$ cat src/rtl/result_bcd_conv.sv
// rtl/result_bcd_conv.sv - sequential double-dabble binary-to-BCD converter for the adder result.
// Optional leading-zero blanking is enabled with `define BCD_LEADING_ZERO_BLANK_EN.
module result_bcd_conv #(
    parameter int IN_WIDTH = 9,
    parameter int DIGITS   = 3
) (
    input  logic                  clk,
    input  logic                  rst,
    input  logic                  in_valid,
    input  logic [IN_WIDTH-1:0]   in_data,
    output logic                  busy,
    output logic                  out_valid,
    output logic [4*DIGITS-1:0]   bcd,
    output logic [DIGITS-1:0]     digit_blank
);

    localparam int BW    = 4 * DIGITS;
    localparam int CNT_W = $clog2(IN_WIDTH + 1);

    typedef enum logic [1:0] {
        IDLE,
        SHIFT,
        DONE
    } state_t;

    state_t               state_q, state_d;
    logic [CNT_W-1:0]     cnt_q, cnt_d;
    logic [IN_WIDTH-1:0]  bin_q, bin_d;
    logic [BW-1:0]        scr_q, scr_d;
    logic [BW-1:0]        bcd_q, bcd_d;
    logic [BW-1:0]        scr_adj, scr_shift;
    logic [IN_WIDTH-1:0]  bin_shift;
    logic                 last_shift;

    // Add-3 correction precedes the shift; a digit <= 9 plus 3 never exceeds 4 bits.
    always_comb begin
        scr_adj = scr_q;
        for (int i = 0; i < DIGITS; i++) begin
            if (scr_q[4*i +: 4] >= 4'd5) begin
                scr_adj[4*i +: 4] = scr_q[4*i +: 4] + 4'd3;
            end
        end
        {scr_shift, bin_shift} = {scr_adj, bin_q} << 1;
        last_shift = (cnt_q == CNT_W'(IN_WIDTH - 1));
    end

    always_comb begin
        state_d = state_q;
        cnt_d   = cnt_q;
        bin_d   = bin_q;
        scr_d   = scr_q;
        bcd_d   = bcd_q;
        case (state_q)
            IDLE, DONE: begin
                if (in_valid) begin
                    bin_d   = in_data;
                    scr_d   = '0;
                    cnt_d   = '0;
                    state_d = SHIFT;
                end else begin
                    state_d = IDLE;
                end
            end
            SHIFT: begin
                scr_d = scr_shift;
                bin_d = bin_shift;
                cnt_d = cnt_q + 1'b1;
                if (last_shift) begin
                    bcd_d   = scr_shift;
                    state_d = DONE;
                end
            end
            default: state_d = IDLE;
        endcase
    end

    always_ff @(posedge clk or negedge rst) begin
        if (!rst) begin
            state_q <= IDLE;
            cnt_q   <= '0;
            bin_q   <= '0;
            scr_q   <= '0;
            bcd_q   <= '0;
        end else begin
            state_q <= state_d;
            cnt_q   <= cnt_d;
            bin_q   <= bin_d;
            scr_q   <= scr_d;
            bcd_q   <= bcd_d;
        end
    end

    assign busy      = (state_q == SHIFT);
    assign out_valid = (state_q == DONE);
    assign bcd       = bcd_q;

`ifdef BCD_LEADING_ZERO_BLANK_EN
    logic [DIGITS-1:0] blank_q, blank_d;
    logic              higher_zero;

    // Ones digit is never blanked so that zero still displays as "0".
    always_comb begin
        blank_d     = blank_q;
        higher_zero = 1'b1;
        if (state_q == SHIFT && last_shift) begin
            blank_d = '0;
            for (int i = DIGITS - 1; i >= 1; i--) begin
                higher_zero = higher_zero & (scr_shift[4*i +: 4] == 4'd0);
                blank_d[i]  = higher_zero;
            end
        end
    end

    always_ff @(posedge clk or negedge rst) begin
        if (!rst) begin
            blank_q <= '0;
        end else begin
            blank_q <= blank_d;
        end
    end

    assign digit_blank = blank_q;
`else
    assign digit_blank = '0;
`endif

endmodule

$ cat config.mk
export PLATFORM = sky130hd
export DESIGN_NAME = result_bcd_conv
export DESIGN_NICKNAME = d
export VERILOG_FILES = /design/src/rtl/result_bcd_conv.sv
export SDC_FILE = /design/constraint.sdc
export NUM_CORES = 1
export LEC_CHECK = 0
export CAP_MARGIN = 20
export CORE_MARGIN = 4
export CORE_UTILIZATION = 53
export DETAILED_ROUTE_END_ITERATION = 6
export GPL_TIMING_DRIVEN = 0
export PLACE_DENSITY = 0.85
export SLEW_MARGIN = 30
export SYNTH_ARGS = -nofsm -noshare
export SYNTH_HDL_FRONTEND = slang
export SYNTH_SLANG_ARGS = --single-unit
$ cat constraint.sdc
create_clock -name clk -period 1.6 [get_ports clk]
set_input_delay 0.48 -clock clk [delete_from_list [all_inputs] [get_ports clk]]
set_output_delay 0.48 -clock clk [all_outputs]
set_load 0.01 [all_outputs]
==> load_flow_metrics.sql <==
INSERT INTO impl_metrics (metric_group, metric, value, unit) VALUES
('worst_setup_path', 'crit_path_end', 'busy', ''),
('cts', 'clkLatencyLatePin', '0.35', 'ns'),
('cells_and_area', 'seqCellArea', '978', 'um^2'),
('global_route', 'antenna_found_initial', '0', ''),
('timing', 'setup_ws', '-0.0576', 'ns'),
('synth', 'synth-edff-count', '0', ''),
('synth', 'yosys_top_cell_by_area', 'dfrtp_1', ''),
('timing', 'report.final.setup_viol', '1', ''),
('global_route', 'grt_pass1_wl', '6350', 'um'),
('cts', 'numClockSinks', '39', ''),
('placed_design', 'io_buffer_count', '25', ''),
('worst_setup_path', 'worst_path_max_delay_cell', 'dfrtp_1', ''),
('timing', 'max_clock_freq', '0.603', 'GHz'),
('cells_and_area', 'final_design_area_no_fill', '0.00239', 'mm^2'),
('worst_setup_path', 'timing_worst_setup_path_type', 'reg -> out', ''),
('cells_and_area', 'drive_gt1_share', '24.2', '%'),
('route', 'drt_pass1_iterations', '4', ''),
('worst_hold_path', 'min_path_type', 'reg -> reg', ''),
('worst_setup_path', 'setup_crit_start_kind', 'flip-flop', ''),
('status', 'failing_checks', 'setup timing', ''),
('cts', 'cts-root-to-sink-buffers', '2', ''),
('synth', 'synth_seq_cells', '39', ''),
('placed_design', 'place_congestion', '0.792', ''),
('route', 'drtIter0Drc', '82', ''),
('cells_and_area', 'synthToLayoutAreaGrowth', '28.7', '%'),
('synth', 'yosysSeqAreaShare', '52.6', '%'),
('timing', 'fin_crit', '1.66', 'ns'),
('synth', 'post_synth_num_cell_types', '27', ''),
('worst_setup_path', 'critical-path-max-stage-delay', '0.42', 'ns'),
('synth', 'yosys_warnings', '0', ''),
('worst_setup_path', 'critPathRequiredTime', '1.12', 'ns'),
('pwr', 'vdd_ir_drop_max', '0.929', 'mV'),
('worst_setup_path', 'crit_fanout', '2', ''),
('cells_and_area', 'nets', '238', ''),
('status', 'run_status', 'complete, but fails checks', ''),
('floorplan', 'io-pin-count', '29', ''),
('worst_setup_path', 'rr_worst_depth', '5', ''),
('timing', 'timing_hold_violations_final', '0', ''),
('timing', 'rsz0062_at_grt', 'yes', ''),
('cts', 'cts-buffers-inserted', '5', ''),
('route', 'postRouteWirelength', '3900', 'um'),
('cells_and_area', 'area_of_combinational_cells_with_multiple_inputs', '840', 'um^2'),
('route', 'routed_wire_length_per_instance', '14.7', 'um'),
('floorplan', 'die_h', '67.2', 'um'),
('cts', 'worst_setup_hold_path_clk_slew', '0.11', 'ns'),
('synth', 'postSynth.asyncResetShare', '100', '%'),
('synth', 'synth.avg_cell_area', '10.7', 'um^2'),
('cells_and_area', 'nFillCells', '277', ''),
('floorplan', 'floorplan.initialDensity', '55.2', '%'),
('worst_setup_path', 'timing.critical_path.cells', 'nand2b_4, inv_6, buf_6, buf_6', ''),
('timing', 'final_min_period_over_clock_period', '104', '%'),
('synth', 'most_frequent_cells_after_synthesis', 'dfrtp_1, nand2_1, o21ai_0, a21oi_1, a22o_1', ''),
('timing', 'fin_worst_skew', '0.00432', 'ns'),
('pwr', 'power.static_leakage', '1.13', 'nW'),
('timing', 'holdWs', '0.495', 'ns'),
('route', 'detail_route.drc_violations', '0', ''),
('global_route', 'vias_in_the_first_global_route', '1456', ''),
('pwr', 'design_power_total', '4.82', 'mW'),
('global_route', 'grt_use_total', '18.9', '%'),
('worst_setup_path', 'critical_path_s_most_frequent_cell', 'buf_6', ''),
('timing', 'finalSetupTns', '-0.0576', 'ns'),
('synth', 'yosys.cell_count.top_type', 'dfrtp_1', ''),
('worst_setup_path', 'ff2ff_setup_slack', '0.03', 'ns'),
('synth', 'postSynthCellCount', '174', ''),
('global_route', 'grt_overflow_total', '0', ''),
('placed_design', 'placement.cell_area', '0.00219', 'mm^2'),
('cells_and_area', 'finalNonFillerCells', '265', ''),
('floorplan', 'chipWidth', '67.2', 'um'),
('cells_and_area', 'antenna_cells_inserted', '0', ''),
('route', 'drt.antenna.violating_nets', '0', ''),
('global_route', 'grt_start_max_net_pins', '30', '');
final cells by class:
type,instances,area share (%)
timing repair buffer,36,14.2
tap,46,2.41
inverter,9,1.62
clock buffer,8,2.88
multi-input combinational,118,35.1
sequential,39,41.0
buffer,9,2.72
cells in the final DEF, fill, tap and decap left out, drive strengths merged:
| master | instances |
|---|---|
| mux2i | 3 |
| a22o | 9 |
| inv | 9 |
| nor3 | 4 |
| dlygate4sd3 | 1 |
| xnor2 | 4 |
| and2b | 1 |
| nand4 | 1 |
| o21ai | 10 |
| nand2b | 5 |
| dfrtp | 39 |
| nor2b | 1 |
| mux2 | 7 |
| a22oi | 8 |
| dlygate4sd2 | 12 |
| clkbuf | 11 |
| ha | 8 |
| nor2 | 7 |
| nand2 | 24 |
| nand3 | 5 |
| a21oi | 13 |
| conb | 3 |
| nor3b | 5 |
| clkdlybuf4s50 | 10 |
| buf | 19 |
power by group:
| group | internal, mW | switching, mW | total [mW] |
|---|---|---|---|
| clock network | 0.259 | 0.314 | 0.573 |
| logic | 1.22 | 1.23 | 2.45 |
| registers | 1.44 | 0.361 | 1.80 |
| total | 2.92 | 1.90 | 4.82 |
how the worst min path moves through the flow:
| stage | startpoint | end | depth (start not counted) |
|---|---|---|---|
| final | bin_q[7] | bin_q[7] | 2 |
| after global routing | bcd[10] | bcd[10] | 1 |
| after CTS | bin_q[7] | bin_q[7] | 2 |
| after detailed placement | rst | bcd[7] | 1 |
| after global placement | bin_q[6] | bin_q[6] | 2 |
| after floorplan | rst | bcd[0] | 0 |
per-layer routing:
| metal | global-route usage, % | part of all wire [%] | vias to the layer above |
|---|---|---|---|
| met3 | 4.49 | 5.6 | 8 |
| li1 | - | - | 682 |
| met5 | 0 | 0 | - |
| met1 | 20.6 | 39 | 695 |
| met2 | 34.7 | 54 | 41 |
| met4 | 8.10 | 1.8 | 0 |
state kept, by name (all words and copies together), names as in the netlist:
signal and count:
scr_q 12, state_q 2, bin_q 9, bcd 12, cnt_q 4
what timing repair did:
item | in CTS | in global routing
endpoints found under the hold margin | 10 | 0
hold buffers | 1 | 0
setup buffers | 5 | 4
resized for setup | 29 | 13
setup endpoints to repair | 27 | 34
pin swaps | 1 | 2
through the flow:
step | setup WS (ns) | utilization, %
final | -0.0576 | 71.0
after global routing | -0.0860 | 71.0
after CTS | -0.125 | 69.2
after detailed placement | -0.442 | 65.0
after global placement | -0.804 | 64.5
after floorplan | 0.130 | -
cells by family after synthesis:
family	share of synthesized area [%]
xor gates and xnor gates	1.89
muxes	5.87
and+or+nand+nor	14.1
buffers and inverters	5.46
DFF	52.6
adders and majority gates	5.39
other	0.202
AOI/OAI and AO/OA	14.5
critical path, delay by kind of cell, from the launching register on:
family | cells | cell delay (ns)
flip-flops | 1 | 0.42
buffers and inverters | 3 | 0.24
AND/OR/NAND/NOR | 1 | 0.17
(Power assumes the default switching activity.)
